===== src/rtl/fifo_write_arbiter.sv =====
// fifo_write_arbiter: round-robin arbiter that shares one FIFO write port among
// num_req valid/ready producers. Each grant is held for bursts of up to burst_max words.
`default_nettype none

module fifo_write_arbiter #(
  parameter int width     = 8,
  parameter int num_req   = 4,
  parameter int burst_max = 4,
  parameter int id_width  = $clog2(num_req),
  parameter int cnt_width = $clog2(burst_max + 1)
) (
  input  logic                       clk,
  input  logic                       reset,
  input  logic [num_req-1:0]         req_valid,
  input  logic [num_req*width-1:0]   req_data,
  output logic [num_req-1:0]         req_ready,
  input  logic                       fifo_full,
  output logic                       fifo_write_en,
  output logic [width-1:0]           fifo_din,
  output logic [id_width-1:0]        grant_id
);

  localparam int id_w1 = id_width + 1;
  localparam logic [cnt_width-1:0] burst_last = cnt_width'(burst_max);
  localparam logic [id_width-1:0]  last_id    = id_width'(num_req - 1);

  typedef enum logic [0:0] {IDLE = 1'b0, LOCK = 1'b1} state_t;

  state_t                state, next_state;
  logic [id_width-1:0]   owner, next_owner;
  logic [id_width-1:0]   rr_ptr, next_rr_ptr;
  logic [cnt_width-1:0]  burst_cnt, next_burst_cnt;

  logic                  cand_found;
  logic [id_width-1:0]   cand;
  logic [id_w1-1:0]      scan_idx;
  logic                  xfer;
  logic [id_width-1:0]   xfer_id;

  function automatic logic [id_width-1:0] wrap_inc(input logic [id_width-1:0] x);
    return (x == last_id) ? '0 : x + 1'b1;
  endfunction

  // Scan rr_ptr, rr_ptr+1, ... modulo num_req; the index never reaches num_req.
  always_comb begin
    cand_found = 1'b0;
    cand       = '0;
    scan_idx   = '0;
    for (int k = 0; k < num_req; k++) begin
      scan_idx = {1'b0, rr_ptr} + id_w1'(k);
      if (scan_idx >= id_w1'(num_req))
        scan_idx = scan_idx - id_w1'(num_req);
      if (!cand_found && req_valid[scan_idx[id_width-1:0]]) begin
        cand_found = 1'b1;
        cand       = scan_idx[id_width-1:0];
      end
    end
  end

  always_comb begin
    next_state     = state;
    next_owner     = owner;
    next_rr_ptr    = rr_ptr;
    next_burst_cnt = burst_cnt;
    xfer           = 1'b0;
    xfer_id        = '0;
    if (!reset) begin
      case (state)
        IDLE: begin
          if (cand_found && !fifo_full) begin
            xfer    = 1'b1;
            xfer_id = cand;
            if (burst_max > 1) begin
              next_state     = LOCK;
              next_owner     = cand;
              next_burst_cnt = cnt_width'(1);
            end else begin
              next_rr_ptr = wrap_inc(cand);
            end
          end
        end
        LOCK: begin
          if (req_valid[owner]) begin
            if (!fifo_full) begin
              xfer    = 1'b1;
              xfer_id = owner;
              if (burst_cnt + 1'b1 == burst_last) begin
                next_state     = IDLE;
                next_rr_ptr    = wrap_inc(owner);
                next_burst_cnt = '0;
              end else begin
                next_burst_cnt = burst_cnt + 1'b1;
              end
            end
          end else begin
            // Owner dropped valid: give up the lock, costing one idle cycle.
            next_state     = IDLE;
            next_rr_ptr    = wrap_inc(owner);
            next_burst_cnt = '0;
          end
        end
        default: next_state = IDLE;
      endcase
    end
  end

  always_ff @(posedge clk or posedge reset) begin
    if (reset) begin
      state     <= IDLE;
      owner     <= '0;
      rr_ptr    <= '0;
      burst_cnt <= '0;
    end else begin
      state     <= next_state;
      owner     <= next_owner;
      rr_ptr    <= next_rr_ptr;
      burst_cnt <= next_burst_cnt;
    end
  end

  always_comb begin
    req_ready     = '0;
    fifo_write_en = xfer;
    fifo_din      = '0;
    grant_id      = '0;
    if (xfer) begin
      req_ready[xfer_id] = 1'b1;
      fifo_din           = req_data[xfer_id*width +: width];
      grant_id           = xfer_id;
    end
  end

endmodule

`default_nettype wire


===== config.mk =====
export PLATFORM = sky130hd
export DESIGN_NAME = fifo_write_arbiter
export DESIGN_NICKNAME = d
export VERILOG_FILES = /design/src/rtl/fifo_write_arbiter.sv
export SDC_FILE = /design/constraint.sdc
export NUM_CORES = 1
export LEC_CHECK = 0
export ABC_AREA = 1
export CAP_MARGIN = 20
export CORE_ASPECT_RATIO = 0.5
export CORE_UTILIZATION = 46
export DETAILED_ROUTE_END_ITERATION = 10
export GPL_TIMING_DRIVEN = 1
export PLACE_DENSITY = 0.95
export SLEW_MARGIN = 20
export SYNTH_ARGS = -nofsm -noshare
export SYNTH_HDL_FRONTEND = slang
export SYNTH_SLANG_ARGS = --single-unit

===== constraint.sdc =====
create_clock -name clk -period 5.4 [get_ports clk]
set_clock_uncertainty 0.15 [all_clocks]
set_input_delay 1.08 -clock clk [delete_from_list [all_inputs] [get_ports clk]]
set_output_delay 1.08 -clock clk [all_outputs]
set_load 0.05 [all_outputs]

-- Yosys cells after proc, flatten, opt, wreduce, memory -nomap -nowiden
Cells that the tools add are included.
- magnitude comparators: 11
- equal/unequal tests: 5
- bitwise operators: 2
- add/sub/neg operators: 9
- muxes and demuxes: 51
- reduce and logical (&&, ||, !) cells: 12
- shifts and indexed selects: 1
- operators by type and width (cell ; count):
    2-bit two-way mux ; 18
    32-bit by 6-bit variable part select with 8-bit output ; 1
    2-bit by 3-bit < comparator with 1-bit output (second input constant) ; 6
    1-bit two-way mux ; 17
    3-bit two-way mux ; 4
    1-bit binary-select mux with 2-bit select ; 5
    3-bit >= comparator (second input constant) ; 3
    8-bit two-way mux ; 1
    2-bit by 1-bit subtractor with 2-bit output (second input constant) ; 4
    2-bit by 2-bit adder with 3-bit output (second input constant) ; 2
    3-bit one-hot mux with 2 select lines ; 1
    3-bit AND reduction ; 2
    1-bit logical AND ; 5
    1-bit logical NOT ; 4
    4-bit two-way mux ; 1
    1-bit one-hot mux with 2 select lines ; 2
    2-bit one-hot mux with 2 select lines ; 1
    4-bit AND reduction ; 1
    2-bit by 1-bit adder with 3-bit output (second input constant) ; 1
    3-bit by 1-bit adder with 3-bit output (second input constant) ; 1
    3-bit == test (second input constant) ; 1
    2-bit by 3-bit >= comparator with 1-bit output (second input constant) ; 1
    3-bit by 2-bit inequality test with 1-bit output (second input constant) ; 1
    3-bit inequality test (second input constant) ; 1
    other kinds (6) ; 7
- register bits: 8
- output and inout bits: 15
- word-level logic and storage cells: 95

-- Logic depth before layout (Yosys ltp)
Gate-level depths: netlist of the first run.
- word-level depth: 23
- depth in mapped cells: 16

-- Worst setup path after synthesis of the first run
No wires, ideal clock.
- kind: input-to-output
- start point: in req_valid[1]
- end point: out req_ready[0]
- path buffers: 0
- required time: 4.170 ns
- stages on the path: 10
- path slack: 0.682 ns
- arrival: 3.488 ns
- cell sequence: inv_1 -> nand2_2 -> nand2_1 -> o21ai_2 -> inv_2 -> nand3_4 -> nand3_2 -> nand2_1 -> clkinv_1 -> nor3_1
- elaborated cells between the ends (all ways): 39
- RTL lines (element ; RTL line ; RTL):
    start: declaration ; 14 ; input logic [num_req-1:0] req_valid,
    1-bit binary-select mux with 2-bit select ; 53 ; if (!cand_found && req_valid[scan_idx[id_width-1:0]]) begin
    1-bit two-way mux (not written as such) ; 53 ;
    1-bit two-way mux ; 53 ;
    1-bit logical NOT ; 53 ;
    1-bit logical AND ; 53 ;
    1-bit two-way mux ; 53 ;
    1-bit logical NOT ; 53 ;
    1-bit logical AND ; 53 ;
    [... 2 more ...] ; -- ;
    1-bit logical AND ; 53 ;
    1-bit two-way mux ; 53 ;
    1-bit logical AND ; 70 ; if (cand_found && !fifo_full) begin
    1-bit two-way mux ; 70 ;
    1-bit one-hot mux with 2 select lines (*) ; 68 ; case (state)
    1-bit two-way mux (*) ; 67 ; if (!reset) begin
    net fifo_write_en ; 18 ; output logic fifo_write_en,
    4-bit two-way mux (*) ; 126 ; if (xfer) begin
    end: declaration ; 16 ; output logic [num_req-1:0] req_ready,
Mark *: on every way through the listed nets, which the timed path passes. The rest lies on a longest branch. The select of a mux whose other input is x is not followed.

-- Final worst setup path of the first run
- start point: in req_valid[2]
- end point: out req_ready[0]
- cells in the longest elaborated chain, start to end: 21
- elaborated cells between the ends (all ways): 39
- RTL lines (element ; RTL line ; RTL):
    1-bit binary-select mux with 2-bit select ; 53 ;
    1-bit two-way mux (not written as such) ; 53 ;
    1-bit two-way mux ; 53 ;
    1-bit logical NOT ; 53 ;
    1-bit logical AND ; 53 ;
    1-bit two-way mux ; 53 ;
    1-bit logical NOT ; 53 ;
    1-bit logical AND ; 53 ;
    [... 5 more ...] ; -- ;
    2-bit two-way mux ; 70 ;
    2-bit one-hot mux with 2 select lines ; 68 ;
    2-bit two-way mux ; 67 ;
    2-bit by 3-bit < comparator with 1-bit output (not written as such) / 2-bit by 1-bit >= comparator with 1-bit output (equally long branches) ; 127 ; req_ready[xfer_id] = 1'b1;
    1-bit logical AND (not written as such) ; 127 ;
    1-bit two-way mux (not written as such) ; 127 ;
    1-bit demux with 2-bit select ; 127 ;
    4-bit two-way mux (*) ; 126 ;
Every way passes the cells marked *; elsewhere a longest branch is shown, timed or not. The select of a mux whose other input is x is not followed.

==> results.md, run 1 <==
* CTS resizes at 0
* Clk sinks at 8
* Adder-cell share of the synthesized area at 0.0300
* Largest net degree at the start of global routing at 18
* Hold Crit Class: flip-flop to flip-flop
* Cells after Synth at 216
* GPL Wtd Cong at 0.978
* Synth cell types at 27
* Residual DRC at 0
* CTS buffer count at 3
* Arrival @ worst endpoint at 3690 ps
* Buf/Inv on CP at 5
* CP Depth at 12
* Max Clk Rate at 203 MHz
* Final Hold Viols at 0
* Comb pwr share at 0.782
* Syn nets at 258
* Simple logic cell fraction of the synthesized area at 0.543
* First-pass GRT wire length at 5600 µm
* Commonest non-fill, non-tap cell in the layout: nand2_1
* IO Pins at 54
* H-tree levels at 1
* Core ar. at 2390 µm²
* Post-synthesis xor/xnor area fraction at 0
* FF/Latch Area at 200 µm²
* Worst-path fanout max at 9
* Number of diodes at 0
* Dpl hpwl at 2990 µm
* CTS tree: done
* Number of global-route vias before repair at 1362
* WL/cell at 12.1 µm
* Final setup violating endpoints at 0
* Gr usage total at 0.255
* Initial antenna violation count at 0
* Die Ht at 38.9 µm
* Switch share at 0.563
* Clk slew on worst S/H paths at 40 ps
* Via count at 1540
* Final hold slack at 400 ps
* Final worst-path cycle share at 0.912
* Area Overhead vs Synth at 52.9%
* Largest family of logic cells by synthesized area: simple AND/OR/NAND/NOR gates
* Buffers on Ports at 53
* Final wirelength at 3640 µm
* Worst Reg-to-Reg Cells at 10
* Nets at 311
* Pwr dens at 469 nW/µm²
* CP Cell Sequence: clkdlybuf4s50_1 -> inv_1 -> nand2_1 -> nand3_1 -> o21ai_2 -> inv_2 -> nand3_4 -> nand3_2 -> nand2_1 -> clkinv_1 -> nor3_1 -> clkdlybuf4s50_1
* Vias per Instance at 5.10
* Longest Clk Path Bufs at 2
* Lkg Pwr at 0.959 nW
* Clock share of power at 0.075
* Mean Syn Cell Area at 5.79 µm²
* GRT overflow at 0
* Final Max Tran Viols at 0
* Hold Path Cell Cnt at 2
* Hold buffers post-CTS at 0
* Root buffer cell: clkbuf_8
* Pre-Repair DR Iteration Count at 4
* Netlist Area Pre-Place at 1250 µm²
* Post-synthesis mux area share at 0
* Top post-synthesis cells by area: nand2_1, dfrtp_1, nand3_1
* Final ANT Viol Nets at 0
* P_int at 392 µW
* Crit-path slowest cell: clkdlybuf4s50_1
* Layout cell share with drive strength beyond 1 at 0.176
* Slew @ Worst Pin at 512 ps
* Startpoint types: input port
* Synth top area share at 0.192
* Post-CTS Setup Bufs at 0
* Largest delay contributor family on the critical path: buffers and inverters
* Total Neg Setup Slack at 0 ps
* #FFs+latches synth at 8
* Most frequent cells in the layout: nand2_1, clkdlybuf4s50_1, nand3_1
* FILL cells at 154
* Setup crit end kind: output pin
* Net Switching at 506 µW
* Maximum vdd drop at 348 µV
* Unrepaired setup endpoints after global routing: false
* Status: complete, no violations
* Part of the power in registers at 0.143
* Critical path's largest stage delay at 840 ps
* Dominant cell type by area after synthesis: nand2_1
* Worst EP required at 4170 ps
* Die width at 75.8 µm
* MaxCap Viol Count at 0
* Min cycle time layout at 4920 ps
* Die Area at 2950 µm²
* CP Class: input port to output pin
* Ys Warns at 0
* Row cnt at 12
* Sequential element share of the synthesized area at 0.160
* Worst slew margin at 0.658
* Initial DRC Count at 85
* Multi-input gate area at 853 µm²
* Worst skew pair latency at 220 ps
* Compound-Gate Fraction of Synth Area at 0.109
* Initial Util at 0.524
[worst paths after layout]
path | start | endpoint | slack, ps
min | burst_cnt[2] | burst_cnt[2] | 400
max | req_valid[2] | req_ready[0] | 480
min in group asynchronous | reset | state | 1110
max reg2reg | rr_ptr[0] | burst_cnt[1] | 3250
min reg2reg | burst_cnt[2] | burst_cnt[2] | 400
max in group asynchronous | reset | burst_cnt[1] | 3770
[synthesized netlist by cell type]
library cell / number
nand2_1: 64
nand3_1: 32
inv_1: 30
nand2_2: 16
a21oi_1: 13
nor2_1: 13
dfrtp_1: 8
buf_6: 5
inv_2: 4
ha_1: 3
nand3_2: 3
nand4_1: 3
o21ai_0: 3
nand2_4: 2
nor2_4: 2
o211ai_1: 2
o21ai_1: 2
o21ai_2: 2
a31oi_1: 1
buf_2: 1
clkbuf_2: 1
clkinv_1: 1
nand3_4: 1
nand3b_1: 1
nor3_1: 1
o31ai_1: 1
or2_2: 1
[power by group through the flow]
stage	Combinational (mW)	Sequential [mW]	Clock, mW
floorplan	0.526	0.107	0
global placement	0.680	0.126	0
detailed placement	0.700	0.127	0
CTS	0.701	0.127	0.0689
global route	0.768	0.133	0.0741
finish	0.702	0.128	0.0673
[layout make-up]
cell class | instances | area share
clock buffers | 3 | 0.0216
inverters | 35 | 0.0687
multi-input cells | 166 | 0.446
flip-flops and latches | 8 | 0.105
well taps | 35 | 0.0229
repair buffers | 55 | 0.336
[per-layer routing]
layer	track usage	share of wire	vias to the layer above
met3	0.0286	0.088	2
li1	-	-	791
met5	0	0	-
met4	0.0741	0.0058	0
met1	0.305	0.44	676
met2	0.489	0.46	71
[kinds of logic (layout without fill, tap and decap cells)]
| group | count (synthesis) | count (layout) |
|---|---|---|
| AOI/OAI and AO/OA | 24 | 24 |
| and+or+nand+nor | 139 | 139 |
| buffers and inverters | 42 | 93 |
| DFF | 8 | 8 |
| adders and majority gates | 3 | 3 |
[registers in the layout (all words and copies together), names as in the netlist]
name,count
rr_ptr,2
burst_cnt,3
owner,2
state,1
[metrics by stage]
stage | total power, mW | cells | worst slack [ps] | util | cell area (µm²)
2_1_floorplan | 0.634 | 216 | 682 | - | 1250
3_3_place_gp | 0.806 | 299 | 598 | 0.784 | 1870
3_5_place_dp | 0.827 | 299 | 530 | 0.784 | 1870
4_1_cts | 0.897 | 302 | 528 | 0.801 | 1910
5_1_grt | 0.975 | 302 | 314 | 0.801 | 1910
6_report | 0.898 | 302 | 476 | 0.801 | 1910
[worst min-delay path, stage by stage (launching register included)]
cell and delay (ps):
dfrtp_1 340, nor2_1 50, a21oi_1 110
(Power assumes the default switching activity.)
==> run 2, diff against run 1 <==
- CORE_MARGIN: unset -> 5
==> run 2 against run 1 <==
Compared with the run above:
- worst hold slack better by 27 ps
- die area is 33% higher
- worst setup slack worse by 49 ps
- sequential power hardly changed
- clock-buffer cell count stayed put
- via count is 2.5% higher
- design area is 0.13% higher
- combinational power is 1% higher
- global-route usage is 5.1 points lower
==> results.md, run 2 (same netlist as run 1, synthesis figures left out) <==
* Pre-Repair DR Iteration Count at 5 (+1)
* Layout cell share with drive strength beyond 1 at 0.176 (unchanged)
* CTS tree: done
* Initial Util at 0.481 (-0.0433)
* Unrepaired setup endpoints after global routing: false
* Longest Clk Path Bufs at 2 (unchanged)
* Die Ht at 46.9 µm (+21%)
* Net Switching at 514 µW (+1.7%)
* Lkg Pwr at 0.959 nW (unchanged)
* Largest register by flop count: burst_cnt
* Worst EP required at 4170 ps (about the same)
* Final setup violating endpoints at 0 (unchanged)
* GPL Wtd Cong at 0.850 (-13%)
* Largest net degree at the start of global routing at 18 (unchanged)
* Startpoint types: input port
* Core ar. at 2600 µm² (+9.0%)
* Via count at 1579 (+2.5%)
* Final worst-path cycle share at 0.921 (+0.00909)
* WL/cell at 13.2 µm (+9.3%)
* Setup crit end kind: output pin
* Final wirelength at 4010 µm (+10%)
* Residual DRC at 0 (unchanged)
* Max Clk Rate at 201 MHz (-0.99%)
* MaxCap Viol Count at 0 (unchanged)
* Part of the power in registers at 0.142 (about the same)
* Slew @ Worst Pin at 516 ps (+4.40 ps)
* Hold Path Cell Cnt at 2 (unchanged)
* FF/Latch Area at 200 µm² (unchanged)
* Final hold slack at 426 ps (+26.6 ps)
* Comb pwr share at 0.783 (about the same)
* Area Overhead vs Synth at 53.1%
* CP Class: input port to output pin
* Worst setup margin at 427 ps (-49.1 ps)
* Total Neg Setup Slack at 0 ps (unchanged)
* Worst Reg-to-Reg Cells at 10 (unchanged)
* Die Area at 3930 µm² (+33%)
* Most frequent cells in the layout: nand2_1, clkdlybuf4s50_1, nand3_1
* Commonest non-fill, non-tap cell in the layout: nand2_1
* Hold Crit Class: flip-flop to flip-flop
* H-tree levels at 1 (unchanged)
* Dpl hpwl at 3290 µm (+10%)
* CTS buffer count at 3 (unchanged)
* IO Pins at 54 (unchanged)
* Worst-path fanout max at 12 (+3)
* Placed Cells at 301 (+0.67%)
* Die width at 83.8 µm (+11%)
* Nets at 311 (unchanged)
* Initial DRC Count at 77 (-9.4%)
* Number of diodes at 0 (unchanged)
* Worst R2R Start: rr_ptr[0]
* Post-CTS Setup Bufs at 0 (unchanged)
* Clock share of power at 0.075 (about the same)
* Initial antenna violation count at 0 (unchanged)
* GRT overflow at 0 (unchanged)
* Status: complete, no violations
* Worst skew pair latency at 220 ps (about the same)
* Final Max Tran Viols at 0 (unchanged)
* Critical path's largest stage delay at 810 ps (-30 ps)
* CTS resizes at 0 (unchanged)
* P_int at 392 µW (about the same)
* CP Cell Sequence: clkdlybuf4s50_1 -> inv_1 -> nand2_1 -> nand2_1 -> o21ai_2 -> inv_2 -> nand3_4 -> nand2_4 -> nor2_4 -> nand3_2 -> nand2_2 -> inv_2 -> nor2_1 -> clkdlybuf4s50_1
* Worst slew margin at 0.655 (-0.00294)
* Arrival @ worst endpoint at 3740 ps (+50 ps)
* Pwr dens at 473 nW/µm² (+0.81%)
* Hold buffers post-CTS at 0 (unchanged)
* Gr usage total at 0.204 (-0.0512)
* Buffers on Ports at 53 (unchanged)
* Maximum vdd drop at 286 µV (-18%)
* CP Launch Point: req_valid[0]
* Min cycle time layout at 4970 ps (+49.1 ps)
* Hold_sp: burst_cnt[1]
* Final ANT Viol Nets at 0 (unchanged)
* Clk sinks at 8 (unchanged)
* Place WS at 457 ps (-72.1 ps)
* First-pass GRT wire length at 6440 µm (+15%)
* Clk slew on worst S/H paths at 40 ps (about the same)
* Design Power at 906 µW (+0.94%)
* Number of global-route vias before repair at 1395 (+2.4%)
* Crit-path slowest cell: clkdlybuf4s50_1
* Switch share at 0.567 (+0.00421)
* Fin cells at 304 (+0.66%)
* Multi-input gate area at 853 µm² (unchanged)
* Root buffer cell: clkbuf_8
* Final Hold Viols at 0 (unchanged)
* Vias per Instance at 5.19 (+1.9%)
* Number of flip-flops under the largest register name at 3 (unchanged)
* Row cnt at 13 (+1)
* Largest regs: burst_cnt x3, owner x2, rr_ptr x2
* FILL cells at 193 (+25%)
[run 2: final timing paths]
check,end,slack [ps]
setup / recovery,req_ready[2],430
hold / removal,burst_cnt[1],430
setup reg to reg,burst_cnt[2],3260
hold reg to reg,burst_cnt[1],430
max in group asynchronous,owner[1],3750
min in group asynchronous,burst_cnt[1],1130
[run 2: power by group through the flow]
| stage | clock network (mW) | logic (mW) | registers (mW) |
|---|---|---|---|
| floorplan | 0 | 0.526 | 0.107 |
| global placement | 0 | 0.681 | 0.125 |
| detailed placement | 0 | 0.704 | 0.128 |
| CTS | 0.0705 | 0.706 | 0.127 |
| global route | 0.0729 | 0.767 | 0.132 |
| finish | 0.0679 | 0.710 | 0.128 |
[run 2: through the flow]
stage                util  instance area (µm²)
CTS                 0.736                 1920
floorplan               -                 1250
global placement    0.720                 1870
detailed placement  0.720                 1870
global route        0.736                 1920
finish              0.736                 1920
[run 2: worst max-delay path: cells and delay by family]
kind / cells / cell delay [ps]
buf+inv: 5 / 1600
compound gates: 1 / 180
simple gates: 8 / 890
[run 2: layout make-up]
| class | count | area share |
|---|---|---|
| clock buffers | 3 | 0.0216 |
| inverters | 35 | 0.0686 |
| multi-input cells | 166 | 0.445 |
| flip-flops and latches | 8 | 0.105 |
| well taps | 37 | 0.0242 |
| repair buffers | 55 | 0.336 |
[run 2: per-layer routing]
layer	GRT usage	part of all wire	up-vias
met3	0.0438	0.081	10
li1	-	-	788
met4	0.0801	0.019	0
met1	0.230	0.40	695
met5	0	0	-
met2	0.400	0.50	86
==> run 3, diff against run 2 <==
- GPL_ROUTABILITY_DRIVEN: unset -> 0
==> results of run 3 <==
The final DEF is identical to that of run 2; final timing and power are the same.
==> edit 1 (settings of run 2) <==
Change the parameter `width` from 8 to 6.
--- a/src/rtl/fifo_write_arbiter.sv
+++ b/src/rtl/fifo_write_arbiter.sv
@@ -5,3 +5,3 @@
 module fifo_write_arbiter #(
-  parameter int width     = 8,
+  parameter int width     = 6,
   parameter int num_req   = 4,
Ports: changed (resized fifo_din and req_data); port bits go from 54 to 44. The function was not compared with the original's and may differ.
==> edit 1 against run 2 <==
  * Design area fell by 17%
  * Worst setup slack got worse by 0.12 ns
  * Area after synthesis fell by 11%
  * Power fell by 9.5%
  * Sequential cell count did not move
  * Wire length fell by 18%
  * Critical endpoint is now fifo_din[4]
  * Critical path type unchanged
  * Clock power rose by 7.8%
  * Via count fell by 14%
  * Synthesized cell count fell by 9.7%
==> edit 1: results (changes against run 2) <==
Power and ir drop
  – Clk power: 0.0732 mW (+7.8%)
  – Worst VDD drop: 0.2256 mV (-21%)
  – Combinational Power: 0.621 mW (-13%)
  – Clock Power Share: 8.9% (+1.4 points)
  – Leak: 0.8225 nW (-14%)
  – Switch share: 58.16% (+1.4 points)

Worst setup path
  – Reg2Reg Setup Slack: 3.33 ns (+0.07 ns)
  – WP data arrival: 3.86 ns (+0.12 ns)
  – CP max FO: 11 (-1)
  – R2R depth: 13 (+3)
  – Top Family by Delay on Critical Path: simple AND/OR/NAND/NOR gates
  – R2R Path End: burst_cnt[0]

Route
  – WL met3: 130 µm (-60%)
  – Met1 WL: 1.392 mm (-14%)
  – DR vias/cell: 4.960 (-4.5%)
  – Final wirelength: 3.281 mm (-18%)
  – Drt first-iter violations: 47 (-39%)
  – DR WL met2: 1.638 mm (-18%)
  – Wire per inst: 12.02 µm (-8.8%)

Synth
  – Synthesized area per cell: 5.711 µm² (-1.4%)
  – Syn nets: 229 (-11%)
  – Sequential fraction of the synthesis area: 17.98% (+2.0 points)
  – Distinct cell type count after synthesis: 24 (-11%)
  – Synth Area in Compound Gates: 7.303% (-3.6 points)
  – Dominant cells by area after synthesis: nand2_1 (25%), dfrtp_1 (18%), nand3_1 (8.5%), inv_1 (8.1%), nor2_1 (5.7%)
  – Post-synth top cells: nand2_1 (73), inv_1 (24), nand3_1 (19)
  – Post-Synth Adder-Cell Area: 3.371% (+0.37 points)

Status
  – Outcome: finished, final reports clean

Global route
  – Number of global-route vias before repair: 1,362 (-2.4%)
  – First-pass GRT wire length: 5.623 mm (-13%)
  – M2 GR Usage: 36.98% (-3.0 points)
  – Total track usage: 19.96% (-0.47 points)
  – Largest net degree at the start of global routing: 13 (-5)
  – GR met1 Demand/Resource: 22.06% (-0.93 points)

Timing
  – Tightest Pin Transition: 0.5164 ns (+0.0003171 ns)
  – Worst hold slack: 0.3889 ns (-0.03755 ns)

Min path
  – Hold path startpoint: owner[0]
  – Hold depth: 1 (-1)

Placed design
  – Post-DP Area: 0.001554 mm² (-17%)
  – HPWL after DPL: 2.596 mm (-21%)
  – Placed cell count: 270 (-10%)
  – Pre-CTS WS: 0.3319 ns (-0.1256 ns)
  – GPL Wtd Cong: 0.9349 (+9.9%)
  – Port Buffers: 43 (-19%)

Layout
  – Share of layout cells above drive strength 1: 11.34% (-6.3 points)

CTS
  – CTS root buf: clkbuf_8
edit 1: cell count changes in the layout (fill, tap and decap cells not counted), sizes merged, moves of 2 or more:
| cell | run 2 | this run |
|---|---|---|
| a21oi | 13 | 6 |
| buf | 13 | 0 |
| inv | 34 | 27 |
| nand3 | 36 | 24 |
| nor2 | 15 | 21 |
| nor3 | 1 | 3 |
| o211ai | 2 | 0 |
edit 1: worst max-delay path by stage:
stage                       startpoint  slack [ns]           to
after detailed placement  req_valid[1]        0.33  fifo_din[4]
final                     req_valid[1]        0.31  fifo_din[4]
after floorplan           req_valid[3]        1.17  fifo_din[0]
after CTS                 req_valid[1]        0.31  fifo_din[4]
after global placement    req_valid[3]        0.41  fifo_din[4]
after global routing      req_valid[3]        0.04  fifo_din[4]
edit 1: final cells by class:
cell class	count	area [µm²]
Multi-Input combinational cell	156	774.5
Fill cell	180	671.9
Timing Repair Buffer	43	430.4
Sequential cell	8	200.2
Inverter	28	105.1
Tap cell	35	43.79
Clock buffer	3	41.29
==> edit 2 (settings of run 2) <==
Without the edit above. Make the reset (`reset`) synchronous in one clocked block.
--- a/src/rtl/fifo_write_arbiter.sv
+++ b/src/rtl/fifo_write_arbiter.sv
@@ -106,3 +106,3 @@
 
-  always_ff @(posedge clk or posedge reset) begin
+  always_ff @(posedge clk) begin
     if (reset) begin
Behaviour: same outputs for any inputs over 10 cycles, from zero or initial values and one cycle with reset high; that may be too few to reach the edited logic, so the function may still have changed.
==> edit 2 against run 2 <==
  * Count of clock-buffer cells in the layout did not move
  * Area after synthesis down 5.2%
  * Utilization shrank 5.9 points
  * Largest cell class unchanged
  * Critical path type unchanged
  * Design area shrank 11%
  * Worst setup slack gained 0.049 ns
  * Wire length fell by 14%
  * Cell count fell by 5.6%
  * Sequential cell count did not move
  * Via count decreased by 8.7%
  * Critical endpoint is now grant_id[1]
Power is not compared: it rests on default switching activity, and its combinational part moved more than twofold at a synthesized area within 25%.
==> edit 2: results (changes against run 2) <==
Layout
  – Share of layout cells above drive strength 1: 18.00% (+0.40 points)
  – Post-route insts no fill: 287 (-5.6%)
  – Nets: 295 (-5.1%)

Route
  – Vias: 1,441 (-8.7%)
  – TritonRoute pass-1 iters: 5 (unchanged)
  – Wire per inst: 12.00 µm (-9.0%)
  – Drt first-iter violations: 41 (-47%)

Worst setup path
  – Reg2Reg Setup Slack: 3.43 ns (+0.17 ns)
  – Crit path largest cell delay: 0.82 ns
  – CP max FO: 11 (-1)
  – WP data arrival: 3.69 ns (-0.05 ns)
  – CP Capture Point: grant_id[1]
  – R2r startpoint: owner[0]
  – Setup crit start: req_valid[1]
  – R2R Path End: burst_cnt[2]

Global route
  – M2 GR Usage: 35.47% (-4.5 points)
  – Met3 GRT Util: 6.719% (+2.3 points)
  – Largest net degree at the start of global routing: 20 (+2)
  – GR met1 Demand/Resource: 19.37% (-3.6 points)

Synth
  – Synthesized area per cell: 5.960 µm² (+2.9%)
  – Synth Area in Compound Gates: 13.50% (+2.6 points)
  – Dominant cells by area after synthesis: nand2_1 (22%), dfxtp_1 (14%), nand3_1 (9.3%), nand2_2 (8.4%), a21oi_1 (7.2%)
  – Distinct cell type count after synthesis: 28 (+3.7%)
  – Post-synth top cells: nand2_1 (70), nand3_1 (22), a21oi_1 (17)

Placed design
  – Placed cell count: 284 (-5.6%)
  – HPWL after DPL: 2.790 mm (-15%)
  – Pre-CTS WS: 0.4796 ns (+0.02209 ns)
  – Post-DP Area: 0.001665 mm² (-11%)
  – GPL Wtd Cong: 0.9171 (+7.8%)

Timing
  – Max frequency: 203.1 MHz (+0.99%)
  – Slew margin rel.: 58.80% (-6.7 points)

CTS
  – CTS resizes: 0 (unchanged)
  – CTS buffer count: 3 (unchanged)

Min path
  – Hold Path End: burst_cnt[2]

Status
  – Outcome: finished, final reports clean
## edit 2: cell count changes in the layout (fill, tap and decap cells not counted), moves of 2 or more
cell / delta
nor2_1: -4
a21oi_1: +4
nand3_1: -10
dfrtp_1: -8
dfxtp_1: +8
nand2_1: +6
inv_1: -14
buf_4: +6
o21ai_0: +3
buf_12: -10
nand2_8: +2
clkdlybuf4s50_1: +3
## edit 2: layout make-up
| cell class | instances | area, µm² | share of cell area (%) |
|---|---|---|---|
| well taps | 37 | 46.29 | 2.713 |
| inverters | 22 | 88.84 | 5.205 |
| repair buffers | 54 | 518.0 | 30.35 |
| flip-flops and latches | 8 | 160.2 | 9.384 |
| clock buffers | 3 | 41.29 | 2.419 |
| multi-input cells | 163 | 852.1 | 49.93 |
## edit 2: layer usage
metal | vias up | wire length (µm) | part of all wire, %
li1 | 743 | - | -
met1 | 632 | 1340 | 39
met2 | 53 | 1641 | 48
met3 | 13 | 364 | 11
met4 | 0 | 97 | 2.8
met5 | - | 0 | 0
